`src/rtl/counter_seq_monitor.sv`:
```
// Sequence checker for a free-running up counter: tracks lock on a +1 sequence,
// flags wraps and sequence breaks, and keeps saturating statistics.
module counter_seq_monitor #(
  parameter int DATA_SIZE = 4,
  parameter int SYNC_LEN  = 2,
  parameter int STAT_W    = 8
) (
  input  logic                 clk,
  input  logic                 reset_n,
  input  logic [DATA_SIZE-1:0] count_in,
  input  logic                 count_valid,
  input  logic                 clr,
  output logic                 locked,
  output logic                 wrap_pulse,
  output logic                 err_pulse,
  output logic                 err_sticky,
  output logic [STAT_W-1:0]    wrap_count,
  output logic [STAT_W-1:0]    err_count,
  output logic [1:0]           state_out
);

  localparam int CNT_W = $clog2(SYNC_LEN + 1);
  localparam logic [CNT_W-1:0] SYNC_LEN_C = CNT_W'(SYNC_LEN);

  typedef enum logic [1:0] {
    IDLE  = 2'b00,
    SYNC  = 2'b01,
    TRACK = 2'b10,
    ERROR = 2'b11
  } state_e;

  state_e               state_q, state_d;
  logic [DATA_SIZE-1:0] prev_q, prev_d;
  logic [CNT_W-1:0]     match_cnt_q, match_cnt_d;

  logic                 wrap_pulse_q, wrap_pulse_d;
  logic                 err_pulse_q, err_pulse_d;
  logic                 err_sticky_q, err_sticky_d;
  logic                 locked_q, locked_d;
  logic [STAT_W-1:0]    wrap_count_q, wrap_count_d;
  logic [STAT_W-1:0]    err_count_q, err_count_d;

  logic [DATA_SIZE-1:0] prevInc;
  logic [CNT_W-1:0]     matchInc;
  logic                 isMatch;
  logic                 wrapEvent;
  logic                 errEvent;

  // Held in a DATA_SIZE-wide net so all-ones + 1 wraps to zero before comparing.
  assign prevInc   = prev_q + 1'b1;
  assign matchInc  = match_cnt_q + 1'b1;
  assign isMatch   = (count_in == prevInc);
  assign wrapEvent = (state_q == TRACK) && count_valid && isMatch && (prev_q == '1);
  assign errEvent  = (state_q == TRACK) && count_valid && !isMatch;

  always_ff @(posedge clk or negedge reset_n) begin
    if (!reset_n) begin
      state_q     <= IDLE;
      prev_q      <= '0;
      match_cnt_q <= '0;
    end else begin
      state_q     <= state_d;
      prev_q      <= prev_d;
      match_cnt_q <= match_cnt_d;
    end
  end

  always_comb begin
    state_d     = state_q;
    prev_d      = prev_q;
    match_cnt_d = match_cnt_q;
    case (state_q)
      IDLE: begin
        if (count_valid) begin
          prev_d      = count_in;
          match_cnt_d = '0;
          state_d     = SYNC;
        end
      end
      SYNC: begin
        if (count_valid) begin
          prev_d = count_in;
          if (isMatch) begin
            match_cnt_d = matchInc;
            if (matchInc == SYNC_LEN_C) state_d = TRACK;
          end else begin
            match_cnt_d = '0;
          end
        end
      end
      TRACK: begin
        if (count_valid) begin
          prev_d = count_in;
          if (!isMatch) state_d = ERROR;
        end
      end
      ERROR: begin
        // The sample seen here, if any, becomes the new SYNC reference.
        if (count_valid) prev_d = count_in;
        match_cnt_d = '0;
        state_d     = SYNC;
      end
      default: state_d = IDLE;
    endcase
  end

  always_comb begin
    wrap_pulse_d = wrapEvent;
    err_pulse_d  = errEvent;
    locked_d     = (state_d == TRACK);
    wrap_count_d = wrap_count_q;
    err_count_d  = err_count_q;
    err_sticky_d = err_sticky_q;
    if (clr) begin
      wrap_count_d = '0;
      err_count_d  = '0;
      err_sticky_d = 1'b0;
    end else begin
      if (wrapEvent && (wrap_count_q != '1)) wrap_count_d = wrap_count_q + 1'b1;
      if (errEvent && (err_count_q != '1))   err_count_d  = err_count_q + 1'b1;
      if (errEvent)                          err_sticky_d = 1'b1;
    end
  end

  always_ff @(posedge clk or negedge reset_n) begin
    if (!reset_n) begin
      wrap_pulse_q <= 1'b0;
      err_pulse_q  <= 1'b0;
      err_sticky_q <= 1'b0;
      locked_q     <= 1'b0;
      wrap_count_q <= '0;
      err_count_q  <= '0;
    end else begin
      wrap_pulse_q <= wrap_pulse_d;
      err_pulse_q  <= err_pulse_d;
      err_sticky_q <= err_sticky_d;
      locked_q     <= locked_d;
      wrap_count_q <= wrap_count_d;
      err_count_q  <= err_count_d;
    end
  end

  assign locked     = locked_q;
  assign wrap_pulse = wrap_pulse_q;
  assign err_pulse  = err_pulse_q;
  assign err_sticky = err_sticky_q;
  assign wrap_count = wrap_count_q;
  assign err_count  = err_count_q;
  assign state_out  = state_q;

endmodule
```
`config.mk`:
```
export PLATFORM = sky130hd
export DESIGN_NAME = counter_seq_monitor
export DESIGN_NICKNAME = d
export VERILOG_FILES = /design/src/rtl/counter_seq_monitor.sv
export SDC_FILE = /design/constraint.sdc
export NUM_CORES = 1
export LEC_CHECK = 0
export ABC_CLOCK_PERIOD_IN_PS = 3500
export CAP_MARGIN = 20
export CORE_UTILIZATION = 55
export DETAILED_ROUTE_END_ITERATION = 10
export PLACE_DENSITY_LB_ADDON = 0.3
export SLEW_MARGIN = 20
export SYNTH_ARGS = -nofsm -noshare
export SYNTH_HDL_FRONTEND = slang
export SYNTH_SLANG_ARGS = --single-unit
```
`constraint.sdc`:
```
create_clock -name clk -period 3.5 [get_ports clk]
set_clock_uncertainty 0.2 [all_clocks]
set_input_delay 0.35 -clock clk [delete_from_list [all_inputs] [get_ports clk]]
set_output_delay 0.35 -clock clk [all_outputs]
set_load 0.02 [all_outputs]
```
== Word level (Yosys, flattened, before mapping) ==
Cells that the tools add are included.

* Register bits: 28
* Input port bits: 8
* Output and inout port bits: 22
* Logic and storage cells: 58

* $add $sub $neg: 4
* Equal/unequal tests: 12
* Muxes and demuxes: 19
* Reduce and logical (&&, ||, !) cells: 14

{| class="wikitable"
|+ Operator list
! operator !! number
|-
| 2-to-1 mux 8 bit || 4
|-
| 2-to-1 mux 2 bit || 9
|-
| adder 8 x 1 -> 8 bit (second input constant) || 2
|-
| inequality test 8 bit (second input constant) || 2
|-
| equality test 2 bit (second input constant) || 4
|-
| 2-to-1 mux 4 bit || 2
|-
| case mux 2 bit (4 select lines) || 1
|-
| logical AND 1 bit || 6
|-
| case mux 2 bit (3 select lines) || 1
|-
| nonzero test 2 bit || 3
|-
| adder 4 x 1 -> 4 bit (second input constant) || 1
|-
| equality test 4 bit || 1
|-
| equality test 4 bit (second input constant) || 1
|-
| inequality test 2 bit (second input constant) || 2
|-
| OR reduction 4 bit || 1
|-
| AND reduction 3 bit || 1
|-
| nonzero test 3 bit || 1
|-
| adder 2 x 1 -> 2 bit (second input constant) || 1
|-
| equality test 2 x 1 -> 1 bit (second input constant) || 1
|-
| logical NOT 2 bit || 1
|-
| 2-to-1 mux 1 bit || 2
|-
| inequality test 2 x 1 -> 1 bit (second input constant) || 1
|-
| logical NOT 1 bit || 1
|}

== Depth between registers and ports, before layout ==
* Depth after elaboration: 7
* Gate-level depth with buffers: 8
* Depth with buffers taken out: 7

== Worst setup path after synthesis ==
OpenSTA, ideal clock, no wires.

* Path kind: reg-to-reg
* Start: reg state_q[0], in the netlist state_out[0]
* End: reg wrap_count_q[7], in the netlist wrap_count[7]
* Library setup time: 127 ps
* Arrival time: 2146 ps
* Required time: 3173 ps
* Slack: 1026 ps
* Cell stages (with the launch flop): 9
* Buffers on the path: 1
* Period minus slack after synthesis: 2474 ps
* Path through: dfrtp_1 inv_1 ha_1 clkbuf_2 and4_1 o211ai_1 nor4_2 and2b_1 mux2_1

* Word-level cells in the longest chain between the ends: 6

{| class="wikitable"
|+ Ends and longest elaborated chain
! what !! line !! source
|-
| start, declared || 32 || <nowiki>state_e state_q, state_d;</nowiki>
|-
| start signal, assigned || 62 || <nowiki>state_q <= state_d;</nowiki>
|-
| equality test 2 bit || 53 || <nowiki>assign wrapEvent = (state_q == TRACK) && count_valid && isMatch && (prev_q == '1);</nowiki>
|-
| logical AND 1 bit (3 in a row) || 53 ||
|-
| logical AND 1 bit || 119 || <nowiki>if (wrapEvent && (wrap_count_q != '1)) wrap_count_d = wrap_count_q + 1'b1;</nowiki>
|-
| nonzero test 2 bit (no line) || n/a ||
|-
| end signal, assigned || 138 || <nowiki>wrap_count_q <= wrap_count_d;</nowiki>
|-
| end, declared || 40 || <nowiki>logic [STAT_W-1:0] wrap_count_q, wrap_count_d;</nowiki>
|}

No other way between the ends.
A chain may end at the register's enable or synchronous reset.

== Worst setup path after layout ==
Ends and elaborated chain as after synthesis.

==> impl_metrics.csv <==
group,metric,value,unit
status,status,"finished, final reports clean",
worst_setup_path,r2r_end,"wrap_count[7]",
sta,slew_headroom,59.48,%
die,initial_utilization,57.99,%
cells_and_area,drive_gt1_share,9.783,%
synthesis,ys_async_sr_fraction,100.0,%
clocking,cts_buffer_depth,2,
synthesis,yosys_warnings,0,
sta,maxSlewViolCount,0,
routing,vias,1267,
cells_and_area,final_cell_mix,"clkdlybuf4s50_1, dfrtp_1, a21oi_1, nor2_1, nand3_1",
clocking,cts_buffers,3,
synthesis,synth_edf_count,0,
sta,hold_viol,0,
global_routing,grt-ovfl-total,0,
power_and_ir_drop,p_per_area,319.8,nW/um2
sta,setup_viol,0,
job,cap_violations,0,
routing,routed_wl,3175,um
worst_setup_path,endpoint_kind,"register",
routing,vias_per_cell,5.893,
sta,period_share,76.64,%
synthesis,synth_top_cell_by_area,"dfrtp_1",
worst_setup_path,r2r_cells,7,
synthesis,ys.flop_type,"dfrtp_1",
synthesis,avgSynthCellArea,10.32,um2
routing,firstDrtPassIters,4,
synthesis,postSynthNetCount,171,
worst_setup_path,r2r_start,"state_out[0]",
die,core_area,2758,um2
worst_setup_path,cp_data_arrival_time,2.72,ns
cells_and_area,finalInstanceArea,1953,um2
clocking,clock_tree.root_cell,"clkbuf_4",
clocking,holdBufCountCts,0,
sta,worstMarginPinSlew,0.6059,ns
clocking,cts_sinks,28,
worst_setup_path,crit_type,"reg -> reg",
die,die_y,55.92,um
power_and_ir_drop,peakVddDrop,0.3465,mV
synthesis,ys_seq_elements,28,
die,fp.dieArea,3127,um2
global_routing,gr-usage-all-layers,22.71,%
placed_design,hpwl,2292,um
global_routing,first_global_vias,1328,
cells_and_area,final_common_cell,"clkdlybuf4s50_1",
cells_and_area,area_growth,22.14,%
synthesis,synth.area.top_cells,"dfrtp_1, ha_1, xnor2_1, a21oi_1, nand3_1",
synthesis,ys_types,46,
die,row_count,19,
cells_and_area,antenna_cells,0,
placed_design,placement.io_buffers,29,
hold_path,min_path_type,"in -> async",
worst_setup_path,r2r_slack,0.82,ns
sta,fmax,372.8,MHz
sta,fin_crit,2.682,ns
clocking,post_cts_buffers,0,
routing,wire_per_inst,14.77,um
worst_setup_path,required,3.54,ns
placed_design,place_area,1917,um2
worst_setup_path,path_max_fanout,9,
synthesis,synth_cells,155,
cells_and_area,nNetsFinal,201,
global_routing,grt_max_degree,29,
worst_setup_path,start_kind,"register",
sta,hold_slack,0.1667,ns
placed_design,place.gp.congestion,0.8968,
synthesis,netlist.area_leader.share,43.82,%
clocking,cts.repair.resized,0,
clocking,cts_tree,"done",
global_routing,antenna_found_initial,0,
routing,drc_errors,0,
clocking,clkTransAtPathRegs,0.15,ns
sta,fin_setup_tns,0,ns
power_and_ir_drop,p_leak,0.8570,nW
synthesis,yosysSeqAreaShare,43.82,%
global_routing,grt_pass1_wl,5671,um
clocking,clock_latency,0.33,ns
routing,ant_nets,0,
routing,drt_iter0_drc,35,
sta,grt_setup_unrepaired,"no",
die,ioPinCount,30,
die,die_width,55.92,um
clocking,h-tree-depth,1,
synthesis,synth_area,1599,um2
==> stage by stage <==
step                       power, W  instances  utilization [%]  worst slack [ns]
after floorplan           0.0004291        155                -             1.026
after global placement    0.0004620        211            69.51            0.9259
after detailed placement  0.0004694        211            69.51            0.8030
after CTS                 0.0006328        215            70.83            0.8004
after global routing      0.0006557        215            70.83            0.6619
final                     0.0006246        215            70.83            0.8177
==> final cells by class <==
class                   count  area, um2
flip-flops and latches     28      700.7
well taps                  31      38.79
multi-input cells         113      842.1
inverters                   8      30.03
fillers                   217      804.5
repair buffers             31      305.3
clock buffers               4      36.28
==> metal layers <==
layer	vias to the layer above	global-route usage [%]	routed length, um
li1	617	-	-
met1	606	26.67	1371
met2	35	39.59	1594
met3	9	3.023	125
met4	0	13.59	82
met5	-	0	0
==> flip-flops by register name, summed over array words and instances, names as in the netlist <==
signal and count:
wrap_pulse 1, match_cnt_q 2, locked 1, state_out 2, prev_q 4, err_count 8, err_sticky 1, wrap_count 8
err_pulse 1
==> Yosys cell counts (all sizes together) (3+ instances only) <==
cell	number
mux2	5
or2	3
o21ai	7
clkbuf	4
xnor2	7
nand2	7
inv	8
ha	8
nor4	4
nor2	9
nand3	10
or4	4
and3	4
o31ai	6
dfrtp	28
a21oi	10
==> critical path, stage by stage, from the launching register on <==
cell	delay [ns]
dfrtp_1	0.50
inv_1	0.12
ha_1	0.35
and4_1	0.27
o211ai_1	0.20
nor4_2	0.44
and2b_1	0.20
mux2_1	0.31
==> worst max-delay path by stage <==
| stage | from | end | slack (ns) |
|---|---|---|---|
| global route | state_out[0] | wrap_count[7] | 0.66 |
| CTS | state_out[0] | wrap_count[7] | 0.80 |
| floorplan | state_out[0] | wrap_count[7] | 1.03 |
| finish | state_out[0] | wrap_count[7] | 0.82 |
| detailed placement | count_valid | wrap_count[7] | 0.80 |
| global placement | count_valid | wrap_count[7] | 0.93 |
==> logic make-up after synthesis <==
| group | count (synthesis) | synth area share [%] |
|---|---|---|
| mux | 7 | 4.773 |
| compound gates | 34 | 14.48 |
| fa+ha+maj | 8 | 6.260 |
| xor+xnor | 10 | 6.808 |
| flops | 28 | 43.82 |
| simple gates | 54 | 20.34 |
| buf+inv | 14 | 3.521 |
==> report_power, final <==
part,internal [W],switching [W]
sequential,0.000332,0.0000128
clock,0.0000638,0.0000965
combinational,0.0000532,0.0000660
(Power assumes the default switching activity.)
